**src/rtl/iiitb_rv32i_pkg.sv**
```systemverilog
// Shared definitions for the memory arbiter: default widths, fairness bound
// and the read-owner state encoding.
package iiitb_rv32i_pkg;

  localparam int ADDR_W_DEF = 5;
  localparam int DATA_W_DEF = 32;
  localparam int FAIR_N_DEF = 3;

  typedef enum logic [1:0] {
    NONE  = 2'd0,
    IF_RD = 2'd1,
    LS_RD = 2'd2
  } rd_own_e;

  // Width needed to count 0..n, never narrower than one bit.
  function automatic int cnt_w(input int n);
    return ($clog2(n + 1) < 1) ? 1 : $clog2(n + 1);
  endfunction

endpackage

```
**src/rtl/iiitb_mem_arb_if.sv**
```systemverilog
// Bus bundle between the fetch/load-store requesters, the arbiter and the
// single-port memory. slave = arbiter side, master = requesters + memory.
interface iiitb_mem_arb_if #(
  parameter int ADDR_W = 5,
  parameter int DATA_W = 32
);
  logic              if_req;
  logic [ADDR_W-1:0] if_addr;
  logic              if_gnt;
  logic              if_rvalid;
  logic [DATA_W-1:0] if_rdata;
  logic              stall_if;

  logic              ls_req;
  logic              ls_we;
  logic [ADDR_W-1:0] ls_addr;
  logic [DATA_W-1:0] ls_wdata;
  logic              ls_gnt;
  logic              ls_rvalid;
  logic [DATA_W-1:0] ls_rdata;

  logic              mem_en;
  logic              mem_we;
  logic [ADDR_W-1:0] mem_addr;
  logic [DATA_W-1:0] mem_wdata;
  logic [DATA_W-1:0] mem_rdata;

  modport slave (
    input  if_req, if_addr, ls_req, ls_we, ls_addr, ls_wdata, mem_rdata,
    output if_gnt, if_rvalid, if_rdata, stall_if,
           ls_gnt, ls_rvalid, ls_rdata,
           mem_en, mem_we, mem_addr, mem_wdata
  );

  modport master (
    output if_req, if_addr, ls_req, ls_we, ls_addr, ls_wdata, mem_rdata,
    input  if_gnt, if_rvalid, if_rdata, stall_if,
           ls_gnt, ls_rvalid, ls_rdata,
           mem_en, mem_we, mem_addr, mem_wdata
  );
endinterface

```
**src/rtl/iiitb_arb_fair.sv**
```systemverilog
// Grant logic: load/store wins by default, but after FAIR_N consecutive
// load/store wins over a waiting fetch, the fetch is granted once.
module iiitb_arb_fair
  import iiitb_rv32i_pkg::*;
#(
  parameter int FAIR_N = FAIR_N_DEF,
  parameter int CNT_W  = cnt_w(FAIR_N)
) (
  input  logic             clk,
  input  logic             rst_n,
  input  logic             if_req,
  input  logic             ls_req,
  output logic             if_gnt,
  output logic             ls_gnt,
  output logic [CNT_W-1:0] starve_cnt
);

  logic starved;

  assign starved = if_req && (starve_cnt == CNT_W'(FAIR_N));
  assign ls_gnt  = ls_req && !starved;
  assign if_gnt  = if_req && !ls_gnt;

  always_ff @(posedge clk or negedge rst_n) begin
    if (!rst_n)
      starve_cnt <= '0;
    else if (if_gnt)
      starve_cnt <= '0;
    else if (ls_gnt && if_req && starve_cnt != CNT_W'(FAIR_N))
      starve_cnt <= starve_cnt + CNT_W'(1);
  end

endmodule

```
**src/rtl/iiitb_mem_arb.sv**
```systemverilog
// Fetch vs load/store arbiter for a shared single-port synchronous memory.
// Grants are combinational; read data is routed back by a read-owner FSM.
module iiitb_mem_arb
  import iiitb_rv32i_pkg::*;
#(
  parameter int ADDR_W = ADDR_W_DEF,
  parameter int DATA_W = DATA_W_DEF,
  parameter int FAIR_N = FAIR_N_DEF
) (
  input logic            clk,
  input logic            RN,
  iiitb_mem_arb_if.slave bus
);

  localparam int CNT_W = cnt_w(FAIR_N);

  logic              if_req_v, ls_req_v;
  logic              if_win, ls_win, any_win;
  logic [CNT_W-1:0]  starve_cnt;
  rd_own_e           state_q, state_d;
  logic              if_rv, ls_rv;
  logic [ADDR_W-1:0] addr_q, addr_d;
  logic [DATA_W-1:0] wdata_q;

  // Requests are masked while RN is low so every output reads 0 during reset.
  assign if_req_v = bus.if_req && RN;
  assign ls_req_v = bus.ls_req && RN;

  iiitb_arb_fair #(.FAIR_N(FAIR_N), .CNT_W(CNT_W)) u_fair (
    .clk        (clk),
    .rst_n      (RN),
    .if_req     (if_req_v),
    .ls_req     (ls_req_v),
    .if_gnt     (if_win),
    .ls_gnt     (ls_win),
    .starve_cnt (starve_cnt)
  );

  assign any_win = if_win || ls_win;

  always_ff @(posedge clk or negedge RN) begin
    if (!RN) state_q <= NONE;
    else     state_q <= state_d;
  end

  always_comb begin
    state_d = NONE;
    if_rv   = 1'b0;
    ls_rv   = 1'b0;
    if (if_win)                    state_d = IF_RD;
    else if (ls_win && !bus.ls_we) state_d = LS_RD;
    case (state_q)
      IF_RD:   if_rv = 1'b1;
      LS_RD:   ls_rv = 1'b1;
      default: ;
    endcase
  end

  // Address/data hold their last issued value across idle cycles.
  always_comb begin
    addr_d = addr_q;
    if (if_win)      addr_d = bus.if_addr;
    else if (ls_win) addr_d = bus.ls_addr;
  end

  always_ff @(posedge clk or negedge RN) begin
    if (!RN) begin
      addr_q  <= '0;
      wdata_q <= '0;
    end else if (any_win) begin
      addr_q  <= addr_d;
      wdata_q <= bus.ls_wdata;
    end
  end

  assign bus.if_gnt    = if_win;
  assign bus.ls_gnt    = ls_win;
  assign bus.stall_if  = if_req_v && !if_win;
  assign bus.mem_en    = any_win;
  assign bus.mem_we    = ls_win && bus.ls_we;
  assign bus.mem_addr  = addr_d;
  assign bus.mem_wdata = any_win ? bus.ls_wdata : wdata_q;
  assign bus.if_rvalid = if_rv;
  assign bus.ls_rvalid = ls_rv;
  assign bus.if_rdata  = if_rv ? bus.mem_rdata : '0;
  assign bus.ls_rdata  = ls_rv ? bus.mem_rdata : '0;

endmodule

```
**src/flat_wrapper.sv**
```systemverilog
// flat-port wrapper written by rule: the top's interface ports become plain ports
module iiitb_mem_arb_flat import iiitb_rv32i_pkg::*;
#(
  parameter int ADDR_W = ADDR_W_DEF,
  parameter int DATA_W = DATA_W_DEF,
  parameter int FAIR_N = FAIR_N_DEF
)
  (clk, RN, bus_if_req, bus_if_addr, bus_ls_req, bus_ls_we, bus_ls_addr, bus_ls_wdata, bus_mem_rdata, bus_if_gnt, bus_if_rvalid, bus_if_rdata, bus_stall_if, bus_ls_gnt, bus_ls_rvalid, bus_ls_rdata, bus_mem_en, bus_mem_we, bus_mem_addr, bus_mem_wdata);
  iiitb_mem_arb_if #(.ADDR_W(ADDR_W), .DATA_W(DATA_W)) bus_i ();
  input logic clk;
  input logic RN;
  input wire logic [$bits(bus_i.if_req)-1:0] bus_if_req;
  input wire logic [$bits(bus_i.if_addr)-1:0] bus_if_addr;
  input wire logic [$bits(bus_i.ls_req)-1:0] bus_ls_req;
  input wire logic [$bits(bus_i.ls_we)-1:0] bus_ls_we;
  input wire logic [$bits(bus_i.ls_addr)-1:0] bus_ls_addr;
  input wire logic [$bits(bus_i.ls_wdata)-1:0] bus_ls_wdata;
  input wire logic [$bits(bus_i.mem_rdata)-1:0] bus_mem_rdata;
  output wire logic [$bits(bus_i.if_gnt)-1:0] bus_if_gnt;
  output wire logic [$bits(bus_i.if_rvalid)-1:0] bus_if_rvalid;
  output wire logic [$bits(bus_i.if_rdata)-1:0] bus_if_rdata;
  output wire logic [$bits(bus_i.stall_if)-1:0] bus_stall_if;
  output wire logic [$bits(bus_i.ls_gnt)-1:0] bus_ls_gnt;
  output wire logic [$bits(bus_i.ls_rvalid)-1:0] bus_ls_rvalid;
  output wire logic [$bits(bus_i.ls_rdata)-1:0] bus_ls_rdata;
  output wire logic [$bits(bus_i.mem_en)-1:0] bus_mem_en;
  output wire logic [$bits(bus_i.mem_we)-1:0] bus_mem_we;
  output wire logic [$bits(bus_i.mem_addr)-1:0] bus_mem_addr;
  output wire logic [$bits(bus_i.mem_wdata)-1:0] bus_mem_wdata;
  assign bus_i.if_req = bus_if_req;
  assign bus_i.if_addr = bus_if_addr;
  assign bus_i.ls_req = bus_ls_req;
  assign bus_i.ls_we = bus_ls_we;
  assign bus_i.ls_addr = bus_ls_addr;
  assign bus_i.ls_wdata = bus_ls_wdata;
  assign bus_i.mem_rdata = bus_mem_rdata;
  assign bus_if_gnt = bus_i.if_gnt;
  assign bus_if_rvalid = bus_i.if_rvalid;
  assign bus_if_rdata = bus_i.if_rdata;
  assign bus_stall_if = bus_i.stall_if;
  assign bus_ls_gnt = bus_i.ls_gnt;
  assign bus_ls_rvalid = bus_i.ls_rvalid;
  assign bus_ls_rdata = bus_i.ls_rdata;
  assign bus_mem_en = bus_i.mem_en;
  assign bus_mem_we = bus_i.mem_we;
  assign bus_mem_addr = bus_i.mem_addr;
  assign bus_mem_wdata = bus_i.mem_wdata;
  iiitb_mem_arb #(.ADDR_W(ADDR_W), .DATA_W(DATA_W), .FAIR_N(FAIR_N)) u_core (.clk(clk), .RN(RN), .bus(bus_i));
endmodule
```
**config.mk**
```make
export PLATFORM = sky130hd
export DESIGN_NAME = iiitb_mem_arb_flat
export DESIGN_NICKNAME = d
export VERILOG_FILES = /design/src/rtl/iiitb_rv32i_pkg.sv /design/src/rtl/iiitb_mem_arb_if.sv /design/src/rtl/iiitb_arb_fair.sv /design/src/rtl/iiitb_mem_arb.sv /design/src/flat_wrapper.sv
export SDC_FILE = /design/constraint.sdc
export NUM_CORES = 1
export LEC_CHECK = 0
export ABC_AREA = 1
export CORE_ASPECT_RATIO = 0.7
export CORE_UTILIZATION = 32
export CTS_CLUSTER_SIZE = 14
export DETAILED_ROUTE_END_ITERATION = 12
export PLACE_DENSITY = 0.8
export SKIP_CTS_REPAIR_TIMING = 1
export SYNTH_ARGS = -nofsm -noshare
export SYNTH_HDL_FRONTEND = slang
export SYNTH_SLANG_ARGS = --single-unit
export TNS_END_PERCENT = 10
```
**constraint.sdc**
```tcl
create_clock -name clk -period 1.6 [get_ports clk]
set_input_delay 0.32 -clock clk [delete_from_list [all_inputs] [get_ports clk]]
set_output_delay 0.32 -clock clk [all_outputs]
set_load 0.01 [all_outputs]
```
# Word level (Yosys, flattened, before mapping)
# Index checks and enable logic that the tools add are counted.
[op_classes]
addsub = 1
eq_ne = 4
muxes = 11
reduce_logical = 16
[ops]
columns = ["operator", "count"]
rows = [
  ["$mux 32", 3],
  ["$logic_and 1x1->1", 10],
  ["$mux 5", 2],
  ["$mux 2", 4],
  ["$eq 2x2->1 const B", 2],
  ["$logic_not 1->1", 4],
  ["$add 2x1->2 const B", 1],
  ["$eq 2x1->1 const B", 1],
  ["$mux 1", 2],
  ["$ne 2x2->1 const B", 1],
  ["$reduce_bool 2->1", 1],
  ["$logic_or 1x1->1", 1],
]
[word_totals]
regBits = 41
inputBits = 79
wordCells = 36

# Longest topological paths before layout
# Gate-level depths: netlist of run 1.
[depth]
ltp_word = 8
ltp_mapped = 7
depth_no_buf = 6

# Hierarchy
# From an unflattened synthesis of run 1, not the netlist that was laid out.
[hier_totals]
hier_cells = 302
hier_area_um2 = 2227.1
[modules_own_cells]
columns = ["module", "instances", "cells_per_inst", "area_per_inst_um2", "seq_area_each_um2"]
rows = [
  ["iiitb_mem_arb", 1, 288, 2108.3, 975.9],
  ["iiitb_arb_fair", 1, 14, 118.9, 50.0],
]

# Worst setup path after synthesis of run 1
# No wires, ideal clock.
[synth_timing]
path_kind = "reg2out"
from = "register u_core.u_fair.starve_cnt[0]"
to = "output port bus_mem_addr[2]"
arrival_ps = 1140
required_ps = 1280
slack_ps = 140
path_stages_with_launch = 8
path_buffers = 1
path_cell_list = "dfrtp_1 > ha_1 > nand2_1 > nand2_2 > buf_6 > nand2_1 > nand2_1 > nand2_1"
[synth_via]
elab_chain_cells = 7
elab_cells_between_ends = 8
classes_between = "1 x eq/ne; 2 x mux; 5 x reduce/logical"
[synth_lines]
columns = ["item", "line_no", "text"]
rows = [
  ["start, declared", "iiitb_arb_fair.sv:15", "output logic [CNT_W-1:0] starve_cnt"],
  ["start signal, assigned", "iiitb_arb_fair.sv:30", "starve_cnt <= starve_cnt + CNT_W'(1);"],
  ["$eq 2x2->1 *", "iiitb_arb_fair.sv:20", "assign starved = if_req && (starve_cnt == CNT_W'(FAIR_N));"],
  ["$logic_and 1x1->1 *", "iiitb_arb_fair.sv:20", ""],
  ["$logic_not 1->1 *", "iiitb_arb_fair.sv:21", "assign ls_gnt = ls_req && !starved;"],
  ["$logic_and 1x1->1 *", "iiitb_arb_fair.sv:21", ""],
  ["$logic_not 1->1", "iiitb_arb_fair.sv:22", "assign if_gnt = if_req && !ls_gnt;"],
  ["$logic_and 1x1->1", "iiitb_arb_fair.sv:22", ""],
  ["$mux 5 *", "iiitb_mem_arb.sv:62", "if (if_win) addr_d = bus.if_addr;"],
  ["end, declared", "flat_wrapper.sv:28", "output wire logic [$bits(bus_i.mem_addr)-1:0] bus_mem_addr;"],
]
# Mark *: on every way between the ends. The rest lies on a longest branch, timed or not.

# Worst setup path in the final report of run 1
[layout_timing]
from = "register u_core.u_fair.starve_cnt[0]"
to = "output port bus_mem_addr[4]"
# The elaborated chain is that of the path after synthesis.

==> out/qor.json, run 1 <==
{
  "finish": {
    "finalCoreUtilization": 0.6696,
    "fraction_of_layout_cells_with_a_size_suffix_above_1": 0.2936,
    "net_total_in_the_final_layout": 607,
    "area_delta_synth_final_pct": 97.85
  },
  "die": {
    "effective_utilization_at_floorplan": 0.3384,
    "io_pins": 187,
    "fp.dieH_um": 70.65,
    "core_area_mm2": 0.006366,
    "die_width_um": 100.1,
    "die_area_mm2": 0.007070,
    "rows": 24
  },
  "synthesis": {
    "synthArstFlopShare": 1.000,
    "synth.ff_latch_count": 41,
    "synth_commonest_cells": "94 x sky130_fd_sc_hd__nand2_1, 68 x sky130_fd_sc_hd__nor2_1, 46 x sky130_fd_sc_hd__inv_1",
    "synth-edff-count": 0,
    "synth_top_cell_by_area": "sky130_fd_sc_hd__dfrtp_1",
    "synth_top_family_by_area": "simple AND/OR/NAND/NOR gates",
    "yosys.cell_count.top_type": "sky130_fd_sc_hd__nand2_1",
    "seq_area_frac_synth": 0.4762,
    "synthSimpleGateAreaFrac": 0.3914,
    "ys_warn_count": 0,
    "synth-adder-area-share": 0.005807,
    "synth_ff_type": "sky130_fd_sc_hd__dfrtp_1",
    "synthTopCellsByArea": "sky130_fd_sc_hd__dfrtp_1 48%, sky130_fd_sc_hd__nand2_1 16%, sky130_fd_sc_hd__nor2_1 12%",
    "synth_compound_area_frac": 0.004646,
    "muxShareOfSynthArea": 0,
    "synthDominantCellAreaShare": 0.4762,
    "share_of_the_synthesized_netlist_area_taken_by_xor_and_xnor_gates": 0,
    "synthesis.instances": 316,
    "synth_cell_type_count": 15,
    "synth_nets": 396,
    "netlist_area_mm2": 0.002155,
    "average_footprint_of_a_synthesized_cell_um2": 6.818
  },
  "global_route": {
    "number_of_antenna_violations_at_the_first_check_in_global_routing": 0,
    "overflow": 0,
    "grt_start_max_net_pins": 42,
    "grt_pass1_wl_um": 13100,
    "first_global_vias": 2646,
    "groute.usage.overall": 0.2410
  },
  "setup_path": {
    "arrival_ns": 1.46,
    "worst_setup_path_end_kind": "output pin",
    "required_time_at_the_endpoint_of_the_critical_path_ns": 1.28,
    "setup.worst_path.class": "flop to output pin",
    "timing.critical_path.fanout_max": 5,
    "startpoint_type": "flop"
  },
  "timing": {
    "timing.slew.headroom": 0.6451,
    "grt_setup_unrepaired": "true",
    "timing.final.crit_share": 1.113,
    "setup_viol": 61,
    "max_slew_violation_total_from_the_final_report": 0,
    "final.setup.worst_slack_ns": -0.1812,
    "clock-skew-final_ns": 0.001126,
    "max_freq_mhz": 561.4,
    "hold_violations": 0,
    "period_minus_slack_ns": 1.781,
    "timing_worst_slew_pin_value_ns": 0.5323
  },
  "worst_hold_path": {
    "timing.hold.worst.class": "input port to asynchronous set/reset pin"
  },
  "drt": {
    "avgViaCountPerCell": 4.495,
    "dr_wl_met2_um": 4331,
    "drt-wirelength-per-cell_um": 14.25,
    "vias": 2787,
    "drt-met1-wl_um": 3354,
    "met3_routed_wl_um": 884,
    "wirelength_um": 8837,
    "number_of_remaining_drc_errors": 0,
    "routed.top_layer": "met4",
    "ant_nets": 0,
    "drt-pass1-iter-count": 4,
    "drt_iter0_markers": 92
  },
  "clocking": {
    "cts_num_sinks": 41,
    "cts-buffers-inserted": 5,
    "cts_tree": "yes",
    "clock-root-buffer": "sky130_fd_sc_hd__clkbuf_8",
    "clkSlewWorstSetupHoldPaths_ns": 0.08,
    "clock_tree.buffer_depth": 2,
    "worstSkewPairLatency_ns": 0.29,
    "clock_tree.htree_level_count": 2
  },
  "placed_design": {
    "post_dp_hpwl_um": 6784,
    "gp_congestion": 0.8256,
    "buffer_ports.inserted": 186
  },
  "outcome": {
    "outcome": "finished, violations left",
    "violations": "setup timing"
  },
  "pwr": {
    "cellLeakagePower_nw": 2.708,
    "total_power_density_per_cell_area_mw_per_mm2": 697.6,
    "total_power_w": 0.002974,
    "power.ir.vdd_worst_v": 0.0006550
  },
  "job": {
    "maxCapViolCount": 0
  }
}
sequential cells by signal (all words and copies together), names as in the netlist:
register	cells
u_core.addr_q	5
u_core.u_fair.starve_cnt	2
u_core.wdata_q	32
u_core.state_q	2
cell families after synthesis:
family                     count (synthesis)
DFF                                       41
buffers and inverters                     64
AOI/OAI and AO/OA                          2
adders and majority gates                  1
and+or+nand+nor                          208
cell usage in the layout (no fill, tap or decap), types with 4 or more instances in the layout:
cell,count
sky130_fd_sc_hd__buf_2,37
sky130_fd_sc_hd__buf_4,25
sky130_fd_sc_hd__buf_6,9
sky130_fd_sc_hd__clkbuf_2,41
sky130_fd_sc_hd__clkbuf_8,5
sky130_fd_sc_hd__clkdlybuf4s50_1,75
sky130_fd_sc_hd__dfrtp_1,41
sky130_fd_sc_hd__dlymetal6s2s_1,30
sky130_fd_sc_hd__inv_1,44
sky130_fd_sc_hd__nand2_1,87
sky130_fd_sc_hd__nand2_2,6
sky130_fd_sc_hd__nand2_4,5
sky130_fd_sc_hd__nand3_1,37
sky130_fd_sc_hd__nand3_2,4
sky130_fd_sc_hd__nor2_1,56
sky130_fd_sc_hd__nor2_2,12
critical path, stage by stage, from the launching register on:
cell and delay, ns:
sky130_fd_sc_hd__dfrtp_1 0.41, sky130_fd_sc_hd__ha_4 0.19, sky130_fd_sc_hd__nand2_4 0.10, sky130_fd_sc_hd__buf_6 0.14
sky130_fd_sc_hd__nand3_2 0.08, sky130_fd_sc_hd__nand2_2 0.07, sky130_fd_sc_hd__nand2_1 0.05, sky130_fd_sc_hd__buf_2 0.13
metal layers:
layer  global-route usage  vias to the layer above
li1                     -                     1362
met1               0.2676                     1275
met2               0.4192                      129
met3              0.09585                       21
met4              0.09018                        0
met5                    0                        -
per-stage QoR:
| step | setup slack [ns] | cells | TNS (ns) | hold slack, ns | instance area [um^2] |
|---|---|---|---|---|---|
| after floorplan | 0.1396 | 316 | 0 | 0.02441 | 2155 |
| after global placement | -0.6772 | 607 | -37.94 | 0.4733 | 4297 |
| after detailed placement | -0.7017 | 607 | -39.03 | 0.4930 | 4297 |
| after CTS | -0.7061 | 615 | -56.84 | 0.1937 | 4388 |
| after global routing | -0.2341 | 619 | -8.481 | 0.2788 | 4260 |
| final | -0.1812 | 620 | -2.928 | 0.2431 | 4263 |
power breakdown:
group / switching (W) / internal, W
logic: 0.000513 / 0.000569
clock network: 0.000374 / 0.000309
registers: 0.0000454 / 0.00116
path summary, 6_finish.rpt:
| kind | slack (ns) | start | cells past startpoint | endpoint |
|---|---|---|---|---|
| setup reg to reg | 0.37 | u_core.u_fair.starve_cnt[0] | 7 | u_core.addr_q[4] |
| max in group asynchronous | 0.99 | RN | 2 | u_core.wdata_q[15] |
| min in group clk | 0.51 | u_core.wdata_q[3] | 2 | u_core.wdata_q[3] |
| hold / removal | 0.24 | RN | 2 | u_core.wdata_q[25] |
| hold reg to reg | 0.51 | u_core.wdata_q[3] | 2 | u_core.wdata_q[3] |
| setup / recovery | -0.18 | u_core.u_fair.starve_cnt[0] | 7 | bus_mem_addr[4] |
area by class of cell:
type	count	area, um^2
Timing Repair Buffer	220	1861
Fill cell	594	2103
Sequential cell	41	1026
Clock buffer	5	68.82
Clock inverter	3	22.52
Antenna cell	1	2.502
Inverter	47	178.9
Tap cell	91	113.9
Multi-Input combinational cell	212	989.7
Power figures use the tool's default switching activity.
==> inputs of run 2 (changes only) <==
--- a/config.mk
+++ b/config.mk
@@ -11,6 +11,7 @@
 export CTS_CLUSTER_SIZE = 14
 export DETAILED_ROUTE_END_ITERATION = 12
 export PLACE_DENSITY = 0.8
+export REMOVE_ABC_BUFFERS = 1
 export SKIP_CTS_REPAIR_TIMING = 1
 export SYNTH_ARGS = -nofsm -noshare
 export SYNTH_HDL_FRONTEND = slang
==> out/qor.json, run 2 (same netlist as run 1, synthesis figures left out) <==
{
  "timing": {
    "max_slew_violation_total_from_the_final_report": 0,
    "timing.slew.headroom": 0.7542,
    "grt_setup_unrepaired": "true",
    "period_minus_slack_ns": 1.798,
    "max_freq_mhz": 556.2,
    "setup_viol": 20,
    "final.setup.worst_slack_ns": -0.1980,
    "timing.final.crit_share": 1.124,
    "clock-skew-final_ns": 0.01066,
    "hold_violations": 0,
    "timing_worst_slew_pin_value_ns": 0.3687
  },
  "global_route": {
    "grt_pass1_wl_um": 13050,
    "first_global_vias": 2626,
    "grt_start_max_net_pins": 34,
    "groute.usage.overall": 0.2374,
    "number_of_antenna_violations_at_the_first_check_in_global_routing": 0,
    "overflow": 0
  },
  "finish": {
    "multiInputGateArea_mm2": 0.001017,
    "top_register": "u_core.wdata_q",
    "layout_common_cells": "82 x sky130_fd_sc_hd__nand2_1, 75 x sky130_fd_sc_hd__clkdlybuf4s50_1, 49 x sky130_fd_sc_hd__nor2_1, 44 x sky130_fd_sc_hd__inv_1, 44 x sky130_fd_sc_hd__dlymetal6s2s_1",
    "fraction_of_layout_cells_with_a_size_suffix_above_1": 0.2797,
    "ff_latch_area_mm2": 0.001026,
    "final.fill_count": 523,
    "number_of_flip_flops_in_the_largest_register": 32,
    "num_antenna_cells": 0,
    "finalNonFillerCells": 613,
    "net_total_in_the_final_layout": 601,
    "finalCoreUtilization": 0.6952,
    "most_frequent_standard_cell_in_the_layout_excluding_fill_and_tap_cells": "sky130_fd_sc_hd__nand2_1",
    "largest_registers": "u_core.wdata_q: 32 flops, u_core.addr_q: 5 flops",
    "area_delta_synth_final_pct": 105.4
  },
  "placed_design": {
    "buffer_ports.inserted": 186,
    "gp_congestion": 0.8237,
    "placed_cells_incl_taps": 601,
    "post_dp_hpwl_um": 6572
  },
  "setup_path": {
    "timing.critical_path.fanout_max": 5,
    "worst_setup_path_end_kind": "output pin",
    "startpoint_type": "flop",
    "setup.worst_path.class": "flop to output pin",
    "arrival_ns": 1.48,
    "required_time_at_the_endpoint_of_the_critical_path_ns": 1.28
  },
  "die": {
    "rows": 24,
    "core_area_mm2": 0.006366,
    "effective_utilization_at_floorplan": 0.3384,
    "die_width_um": 100.1,
    "die_area_mm2": 0.007070,
    "fp.dieH_um": 70.65,
    "io_pins": 187
  },
  "drt": {
    "wirelength_um": 8968,
    "drt-wirelength-per-cell_um": 14.63,
    "vias": 2736,
    "number_of_remaining_drc_errors": 0,
    "avgViaCountPerCell": 4.463,
    "ant_nets": 0,
    "drt-pass1-iter-count": 5,
    "drt_iter0_markers": 136
  },
  "outcome": {
    "outcome": "finished, violations left",
    "violations": "setup timing"
  },
  "clocking": {
    "clock_tree.htree_level_count": 2,
    "cts-buffers-inserted": 5,
    "worstSkewPairLatency_ns": 0.31,
    "clkSlewWorstSetupHoldPaths_ns": 0.09,
    "clock-root-buffer": "sky130_fd_sc_hd__clkbuf_8",
    "cts_num_sinks": 41,
    "cts_tree": "yes",
    "clock_tree.buffer_depth": 2
  },
  "pwr": {
    "cellLeakagePower_nw": 2.944,
    "total_power_density_per_cell_area_mw_per_mm2": 725.7,
    "power.ir.vdd_worst_v": 0.0005833,
    "total_power_w": 0.003212
  },
  "job": {
    "maxCapViolCount": 0
  },
  "worst_hold_path": {
    "timing.hold.worst.class": "input port to asynchronous set/reset pin"
  }
}
## run 2: cell count changes in the layout (fill, tap and decap cells not counted), moves of 4 or more
cell	before	now
sky130_fd_sc_hd__buf_4	25	21
sky130_fd_sc_hd__clkbuf_2	41	23
sky130_fd_sc_hd__dlymetal6s2s_1	30	44
sky130_fd_sc_hd__nand2_1	87	82
sky130_fd_sc_hd__nand2_2	6	10
sky130_fd_sc_hd__nor2_1	56	49
sky130_fd_sc_hd__nor2_2	12	19
## run 2: metrics by stage
stage	cell area [um^2]	setup TNS [ns]	hold slack, ns	worst slack [ns]
final	4425	-1.589	0.05263	-0.1980
after global routing	4425	-3.906	0.06361	-0.2642
after CTS	4393	-56.43	0.003650	-0.7432
after detailed placement	4277	-41.45	0.3306	-0.7324
after global placement	4277	-39.01	0.3448	-0.7243
after floorplan	2068	-24.58	0.02441	-0.4556
## run 2: path summary, 6_finish.rpt
kind	start	to	slack (ns)	depth (start not counted)
setup / recovery	u_core.u_fair.starve_cnt[1]	bus_mem_addr[3]	-0.20	7
hold / removal	RN	u_core.addr_q[4]	0.05	2
setup reg to reg	u_core.u_fair.starve_cnt[1]	u_core.addr_q[4]	0.39	6
hold reg to reg	u_core.wdata_q[24]	u_core.wdata_q[24]	0.51	2
max in group asynchronous	RN	u_core.wdata_q[5]	1.18	2
min in group clk	bus_if_req	u_core.u_fair.starve_cnt[1]	0.42	3
## run 2: area by class of cell
| cell class | instances | share of cell area |
|---|---|---|
| sequential | 41 | 0.2318 |
| tap | 91 | 0.02573 |
| inverter | 47 | 0.03986 |
| multi-input combinational | 212 | 0.2299 |
| clock inverter | 1 | 0.006785 |
| timing repair buffer | 214 | 0.4464 |
| clock buffer | 7 | 0.01951 |
## run 2: where the power goes
| group | internal [W] | switching (W) |
|---|---|---|
| Sequential | 0.00116 | 0.0000453 |
| Clock | 0.000509 | 0.000375 |
| Combinational | 0.000588 | 0.000531 |
| Total | 0.00226 | 0.000951 |
## run 2: routing by layer
layer  up-vias  wire length, um  track usage
li1       1348                -            -
met1      1266             3897       0.2980
met2       107             4300       0.3962
met3        15              640      0.07609
met4         0              129      0.06602
met5         -                0            0
## run 2: worst max-delay path, stage by stage (launching register included)
cell and delay [ns]:
sky130_fd_sc_hd__dfrtp_1 0.43, sky130_fd_sc_hd__ha_4 0.19, sky130_fd_sc_hd__nand2_4 0.10, sky130_fd_sc_hd__buf_6 0.14, sky130_fd_sc_hd__nand3_2 0.07, sky130_fd_sc_hd__nand2_2 0.07, sky130_fd_sc_hd__nand2_2 0.06, sky130_fd_sc_hd__buf_6 0.12
